File: config.mk
export PLATFORM = sky130hd
export DESIGN_NAME = key_code_reader
export DESIGN_NICKNAME = d
export VERILOG_FILES = /design/src/rtl/key_code_reader.sv
export SDC_FILE = /design/constraint.sdc
export NUM_CORES = 1
export LEC_CHECK = 0
export BUFFER_PORTS_ARGS = -buffer_cell sky130_fd_sc_hd__buf_4
export CELL_PAD_IN_SITES_DETAIL_PLACEMENT = 0
export CELL_PAD_IN_SITES_GLOBAL_PLACEMENT = 2
export CORE_ASPECT_RATIO = 0.6
export CORE_MARGIN = 5
export CORE_UTILIZATION = 33
export CTS_BUF_LIST = sky130_fd_sc_hd__clkbuf_8 sky130_fd_sc_hd__clkbuf_16
export DETAILED_ROUTE_END_ITERATION = 8
export MAX_ROUTING_LAYER = met4
export PLACE_DENSITY = 0.71
export REMOVE_ABC_BUFFERS = 1
export SLEW_MARGIN = 25
export SYNTH_ARGS = -nofsm -noshare
export SYNTH_HDL_FRONTEND = slang
export SYNTH_SLANG_ARGS = --single-unit
File: constraint.sdc
create_clock -name clk -period 2 [get_ports clk]
set_input_delay 0.3 -clock clk [delete_from_list [all_inputs] [get_ports clk]]
set_output_delay 0.3 -clock clk [all_outputs]
set_load 0.05 [all_outputs]
File: src/rtl/key_code_reader.sv
// Consumer end of the button-encoder link: synchronizes and debounces the key code and press flag,
// accepts one key per physical press, and packs accepted codes into a word for the game logic.
module key_code_reader #(
    parameter int unsigned WORD_LEN        = 4,
    parameter int unsigned DEBOUNCE_CYCLES = 4,
    parameter int unsigned CNT_W           = 8
) (
    input  logic                             clk,
    input  logic                             reset,
    input  logic                             s0,
    input  logic                             s1,
    input  logic                             press,
    output logic                             buf_clear,
    output logic                             key_valid,
    output logic [1:0]                       key_code,
    output logic                             key_dropped,
    output logic [2*WORD_LEN-1:0]            word,
    output logic [$clog2(WORD_LEN+1)-1:0]    word_count,
    output logic                             word_valid,
    input  logic                             word_ack
);

    localparam int unsigned WcW = $clog2(WORD_LEN + 1);
    localparam int unsigned WW  = 2 * WORD_LEN;

    typedef enum logic [1:0] {StIdle, StDebounce, StCapture, StRelease} state_e;

    state_e           state_q, state_d;
    logic [1:0]       cand_q, cand_d;
    logic [CNT_W-1:0] cnt_q, cnt_d;
    logic             press_meta_q, press_s;
    logic [1:0]       code_meta_q, code_s;
    logic             accept;

    always_ff @(posedge clk or posedge reset) begin
        if (reset) begin
            press_meta_q <= 1'b0;
            press_s      <= 1'b0;
            code_meta_q  <= 2'b00;
            code_s       <= 2'b00;
        end else begin
            press_meta_q <= press;
            press_s      <= press_meta_q;
            code_meta_q  <= {s1, s0};
            code_s       <= code_meta_q;
        end
    end

    always_comb begin
        state_d = state_q;
        cand_d  = cand_q;
        cnt_d   = cnt_q;
        unique case (state_q)
            StIdle: begin
                if (press_s) begin
                    cand_d  = code_s;
                    cnt_d   = '0;
                    state_d = StDebounce;
                end
            end
            StDebounce: begin
                // A code change restarts the stability window with the new candidate.
                if (!press_s) begin
                    state_d = StIdle;
                end else if (code_s != cand_q) begin
                    cand_d = code_s;
                    cnt_d  = '0;
                end else if (cnt_q == CNT_W'(DEBOUNCE_CYCLES - 1)) begin
                    state_d = StCapture;
                end else begin
                    cnt_d = cnt_q + 1'b1;
                end
            end
            StCapture: state_d = StRelease;
            StRelease: begin
                if (!press_s) state_d = StIdle;
            end
            default: state_d = StIdle;
        endcase
    end

    assign accept     = (state_q == StDebounce) && (state_d == StCapture);
    assign word_valid = (word_count == WcW'(WORD_LEN));

    always_ff @(posedge clk or posedge reset) begin
        if (reset) begin
            state_q     <= StIdle;
            cand_q      <= 2'b00;
            cnt_q       <= '0;
            buf_clear   <= 1'b0;
            key_valid   <= 1'b0;
            key_code    <= 2'b00;
            key_dropped <= 1'b0;
            word        <= '0;
            word_count  <= '0;
        end else begin
            state_q     <= state_d;
            cand_q      <= cand_d;
            cnt_q       <= cnt_d;
            buf_clear   <= (state_d == StRelease);
            key_valid   <= accept;
            key_dropped <= accept && !word_ack && word_valid;
            if (accept) key_code <= cand_q;
            // Acknowledge clears first, so a coincident key lands in an empty word.
            if (word_ack) begin
                word       <= accept ? WW'(cand_q) : '0;
                word_count <= accept ? WcW'(1) : '0;
            end else if (accept && !word_valid) begin
                word       <= {word[WW-3:0], cand_q};
                word_count <= word_count + 1'b1;
            end
        end
    end

endmodule

==> results of run 1 <==
[tightest hold or removal path, delay by kind of cell]
| kind | cells | cell delay [ps] |
|---|---|---|
| buf+inv | 3 | 520 |
[power by group]
part	switching (mW)	internal, mW	total, mW
clock	0.242	0.234	0.476
combinational	0.0540	0.0390	0.0929
sequential	0.0104	0.701	0.711
total	0.307	0.973	1.28
[flip-flops by register name, summed over array words and instances (netlist names)]
signal and flops:
key_dropped 1, cand_q 2, state_q 2, word_count 3
press_s 1, code_meta_q 2, buf_clear 1, press_meta_q 1
word 8, key_code 2, code_s 2, cnt_q 8
key_valid 1
[cell usage after synthesis]
cell and count:
and3b_2 2, nand2b_1 8, dfrtp_1 34, a22o_1 1
a311oi_1 1, nor3_4 2, or2_2 1, or2_4 1
or4b_4 1, or3_2 2, or4_1 1, nor3_1 4
nor2_4 1, a21oi_1 4, or3_1 1, a31oi_1 1
and4b_1 1, o211ai_1 1, dlygate4sd1_1 1, nor2_1 4
clkbuf_1 2, nand3_4 1, a211o_1 1, inv_1 6
and3_1 4, o21ai_0 6, ha_1 3, a21boi_0 1
nand2_1 12, nand3_1 7, xnor2_1 3, mux2i_1 9
and2_1 2, nor2b_1 2, or2b_2 4, mux2_2 3
o21a_1 2
[how the worst min path moves through the flow]
stage | startpoint | end | slack, ps | cells past startpoint
detailed placement | press_meta_q | press_s | 340 | 0
global placement | press_meta_q | press_s | 330 | 0
CTS | reset | key_code[0] | 120 | 3
floorplan | code_meta_q[0] | code_s[0] | 330 | 0
finish | reset | key_valid | 110 | 3
global route | s1 | code_meta_q[1] | 110 | 1
[logic make-up (layout without fill, tap and decap cells)]
group | Yosys count | count (layout)
buffers and inverters | 9 | 48
XOR/XNOR | 3 | 3
flip-flops | 34 | 34
AO/OA/AOI/OAI | 18 | 18
AND/OR/NAND/NOR | 61 | 61
multiplexers | 12 | 12
adder cells (fa/ha/maj) | 3 | 3
[area by class of cell]
class                           count  share of cell area
Clock inverter                      2            0.005009
Timing Repair Buffer               35              0.1315
Sequential cell                    34              0.4258
Tap cell                           63             0.03945
Multi-Input combinational cell     97              0.3525
Inverter                            6             0.01127
Clock buffer                        5             0.03444
[repair_timing]
action,CTS,global route
endpoints found under the hold margin,0,0
gates resized for setup,0,2
setup endpoints to repair,0,8
setup buffers,0,3
[routing by layer]
layer | GRT usage | vias to the layer above | share of wire
li1 | - | 561 | -
met4 | 0.03578 | 0 | 0.0050
met2 | 0.1622 | 22 | 0.39
met3 | 0.03587 | 2 | 0.036
met5 | - | - | 0
met1 | 0.1977 | 531 | 0.57
==> metrics.txt, run 1 <==
status finished, final reports clean; share of layout cells above drive strength 1 0.3464; core area 4612 um^2; Synth Area in XOR/XNOR 0.01654; mux share of post-synthesis cell area 0.07795; Max-Cap Viols 0; Final Util 0.4333; Worst path depth 5; # rows 19; deepest clock path buffer count 2; PortBufs 22; fin. max-slew vios 0; CP Data Required Time 2170 ps; VDD IR-drop max 332.9 uV; setup violators final 0; Synth Area in Simple Gates 0.2512; Sink Count 34; Die W 99.59 um; Placer Congestion around 0.80; GRT overflow 0; cells on worst reg2reg path 5; PwrDens 640.7 nW/um^2; cts bufs inserted 5; Layout area overhead 25.75%; adder-cell share of the synthesized area 0.02362; final setup margin 77.58 ps; Tightest Pin Transition 435.2 ps; Mapped Avg Cell Area 11.35 um^2; most common cell after layout, fill and taps aside buf_4; layout filler cell count 466; critical setup path kind register to register; routed via count 1116; RR Startpoint cnt_q[1]; Die ar. 6349 um^2; Buf/Inv on CP 0; vias in the first global route 1167; First-pass DRT Iterations 4; total routed wirelength 3574 um; Design Power 1.280 mW; Post-DRT Antenna Nets 0; fin crit period 1922 ps; Starting Density 0.3445; maximum clock frequency roughly 0.52 GHz; Area contributors post-synth dfrtp_1 54%, mux2i_1 5.7%, nand2b_1 3.1%; HP Class input pin to async pin; Worst Setup End Kind register; global-route wire length before repair 6210 um; Place WS 32.47 ps; Final Hold Fails 0; Finished Layout Cells 242; clk_skew 9.772 ps; Register Area 850.8 um^2; relative slew slack 0.7099; crit-path cells ha_1 > or4b_4 > or2_4 > nor2_4 > mux2_2; die height around 64 um; Multi-input gate area 704.4 um^2; final instance area approximately 2000 um^2; Placed Cells 232; largest net degree at the start of global routing 35; r2r endpoint key_code[0]; CP peak stage delay 490 ps; Post-CTS Hold Buffers 0; Iteration-0 DRC Markers 39; GRT Util Overall 0.1291; nets 188; clock slew seen by the registers of the worst setup and hold paths approximately 70 ps; Cell Area, Placed 1892 um^2; H-tree depth 2; Wirelength per Cell 14.77 um; Yosys reg bits 34; Yosys top cell area share 0.5354; post-synthesis compound-gate area fraction 0.07087; largest family of logic cells by synthesized area simple AND/OR/NAND/NOR gates; Antenna diodes 0; share of the clock period used by the worst path 0.9612; Unique masters post-synth 37; startpoint types register; Via density 4.612; post-DP HPWL 2650 um; Ys Warns 0; Critical Path Fanout Max 5; clock root buffer clkbuf_8; Worst path top cell family by delay simple AND/OR/NAND/NOR gates; WP data arrival 2090 ps; critical path launch point cnt_q[1]; most frequent cells in the layout 35 x buf_4, 34 x dfrtp_1, 11 x nand2_1, 9 x mux2i_1, 8 x nand2b_1; CP max stage cell or4b_4; Final TNS setup 0 ps; sequential-to-total area share from yosys stat 0.5354; post-synthesis cell count 140; clock latency at the later pin of the worst-skew pair roughly 280 ps; DRC 0; cell taking the most area after synthesis dfrtp_1; Hold WS approximately 110 ps; LEAKAGE 0.9576 nW; Worst Setup EP key_code[0]; number of I/O pins 23; Reg2Reg Setup Slack 80 ps; mapped cell area 1589 um^2; TritonCTS clock tree done; initial antenna violation count 0
No activity file was read; power rests on OpenSTA's default activity.
==> inputs of run 2 (changes only) <==
--- a/config.mk
+++ b/config.mk
@@ -6,17 +6,18 @@
 export NUM_CORES = 1
 export LEC_CHECK = 0
 export BUFFER_PORTS_ARGS = -buffer_cell sky130_fd_sc_hd__buf_4
+export CAP_MARGIN = 0
 export CELL_PAD_IN_SITES_DETAIL_PLACEMENT = 0
 export CELL_PAD_IN_SITES_GLOBAL_PLACEMENT = 2
 export CORE_ASPECT_RATIO = 0.6
 export CORE_MARGIN = 5
-export CORE_UTILIZATION = 33
+export CORE_UTILIZATION = 39
 export CTS_BUF_LIST = sky130_fd_sc_hd__clkbuf_8 sky130_fd_sc_hd__clkbuf_16
 export DETAILED_ROUTE_END_ITERATION = 8
 export MAX_ROUTING_LAYER = met4
-export PLACE_DENSITY = 0.71
+export PLACE_DENSITY = 0.79
 export REMOVE_ABC_BUFFERS = 1
-export SLEW_MARGIN = 25
+export SLEW_MARGIN = 20
 export SYNTH_ARGS = -nofsm -noshare
 export SYNTH_HDL_FRONTEND = slang
 export SYNTH_SLANG_ARGS = --single-unit
==> constraint.sdc (replaced) <==
create_clock -name clk -period 2.35 [get_ports clk]
set_input_delay 0.3525 -clock clk [delete_from_list [all_inputs] [get_ports clk]]
set_output_delay 0.3525 -clock clk [all_outputs]
set_load 0.05 [all_outputs]
==> run 2 against run 1 <==
Net effect: sequential share of layout area grew 2.1 points; flip-flop and latch count is the same; non-clock buffer count shrank 12; total power shrank 12%; core utilization grew 3.9 points; clock-buffer cell count grew 1; critical endpoint is now word[7]; largest cell class unchanged; largest power group unchanged; highest routed layer unchanged.
==> metrics.txt, run 2 (same netlist as run 1, synthesis figures left out) <==
clock root buffer clkbuf_8; maximum clock frequency ~0.49 GHz; GRT Util Overall 0.1412; Net Switching 265.7 uW; Sink Count 34; DRC 0; H-tree depth 2; Max-Cap Viols 0; Antenna diodes 0; Die W 92.41 um; Sw Share 0.2370; PortBufs 22; Final TNS setup 0 ps; crit-path cells ha_1 > or4b_4 > or2_4 > nor3_4 > mux2i_1; met1 wire length 1678 um; First-pass DRT Iterations 4; core area 4031 um^2; r2r endpoint word[7]; internal power component 855.6 uW; RSZ-0062 raised after global routing no; LEAKAGE about 0.90 nW; most frequent cells in the layout 34 x dfrtp_1, 23 x buf_4, 12 x nand2_1, 9 x mux2i_1, 8 x nand2b_1; deepest clock path buffer count 2; Worst Setup End Kind register; Wirelength per Cell around 15 um; CP Data Required Time 2550 ps; Critical Path Fanout Max 5; DR WL met3 216 um; WP data arrival 2250 ps; Post-DRT Antenna Nets 0; most common cell after layout, fill and taps aside dfrtp_1; Die ar. 5493 um^2; clock latency at the later pin of the worst-skew pair 290 ps; met2 WL between 1000 and 1500 um; share of the clock period used by the worst path 0.8711; # rows 18; clk_skew 8.778 ps; CP peak stage delay 490 ps; PostCTS Resize Cnt 0; Design Power roughly 1.1 mW; Largest regs cnt_q x8, word x8, word_count x3; Post-CTS Hold Buffers 0; fin crit period 2047 ps; routed via count 1104; nets 176; critical setup path kind register to register; setup violators final 0; combinational power share 0.059; final setup margin 302.9 ps; die height 59.45 um; status finished, final reports clean; relative slew slack 0.6995; Iteration-0 DRC Markers 90; cts bufs inserted 5; Starting Density 0.3942; Placer Congestion 0.8061; startpoint types register; post-DP HPWL 2495 um; fin. max-slew vios 0; cells on worst reg2reg path 5; number of I/O pins 23; PwrDens 589.2 nW/um^2; initial antenna violation count 0; share of layout cells above drive strength 1 0.2917; Hold WS roughly 160 ps; Final Util 0.4721; Layout area overhead 19.76%; CP max stage cell or4b_4; HP Class input pin to async pin; GRT overflow 0; TritonCTS clock tree done; Place WS 298.0 ps; critical path launch point cnt_q[0]; Tightest Pin Transition 447.5 ps; Reg2Reg Setup Slack 300 ps; RR Startpoint cnt_q[0]; clock slew seen by the registers of the worst setup and hold paths 70 ps; VDD IR-drop max 281.3 uV; Via density 5.064; DR top layer met4; Clk pwr share 0.400; vias in the first global route 1099; sequential power share 0.541; largest net degree at the start of global routing 35; post-CTS setup repair buffer count 0; total routed wirelength 3226 um; global-route wire length before repair 5513 um; Final Hold Fails 0
[run 2: area by class of cell]
type                            instances  area [um^2]
Inverter                                6        22.52
Sequential cell                        34        850.8
Tap cell                               50        62.56
Clock buffer                            6        82.58
Clock inverter                          2        12.51
Multi-Input combinational cell         97        699.4
Timing Repair Buffer                   23        172.7
Fill cell                             372         2128
[run 2: power by group through the flow]
stage / clock network [mW] / logic [mW] / registers [mW]
final: 0.448 / 0.0663 / 0.607
after global routing: 0.493 / 0.0762 / 0.608
after CTS: 0.463 / 0.0677 / 0.606
after detailed placement: 0 / 0.0676 / 0.618
after global placement: 0 / 0.0660 / 0.617
after floorplan: 0 / 0.0448 / 0.615
[run 2: worst max-delay path by stage]
stage          slack (ps)  cells past startpoint          end
2_1_floorplan         430                      5  key_code[0]
3_3_place_gp          350                      5      word[7]
3_5_place_dp          300                      5      word[7]
4_1_cts               290                      5      word[7]
5_1_grt               160                      5      word[0]
6_report              300                      5      word[7]
[run 2: critical path: cells and delay by family, from the launching register on]
kind	cells	cell delay [ps]
adders and majority gates	1	220
DFF	1	390
muxes	1	240
and+or+nand+nor	3	1120
[run 2: per-stage QoR]
step | instances | area, um^2
after floorplan | 137 | 1573
after global placement | 210 | 1808
after detailed placement | 210 | 1808
after CTS | 218 | 1903
after global routing | 218 | 1903
final | 218 | 1903
[run 2: per-layer routing]
| metal | vias to the layer above | global-route usage |
|---|---|---|
| li1 | 539 | - |
| met1 | 537 | 0.2057 |
| met2 | 23 | 0.1742 |
| met3 | 5 | 0.04442 |
| met4 | 0 | 0.06342 |
| met5 | - | - |
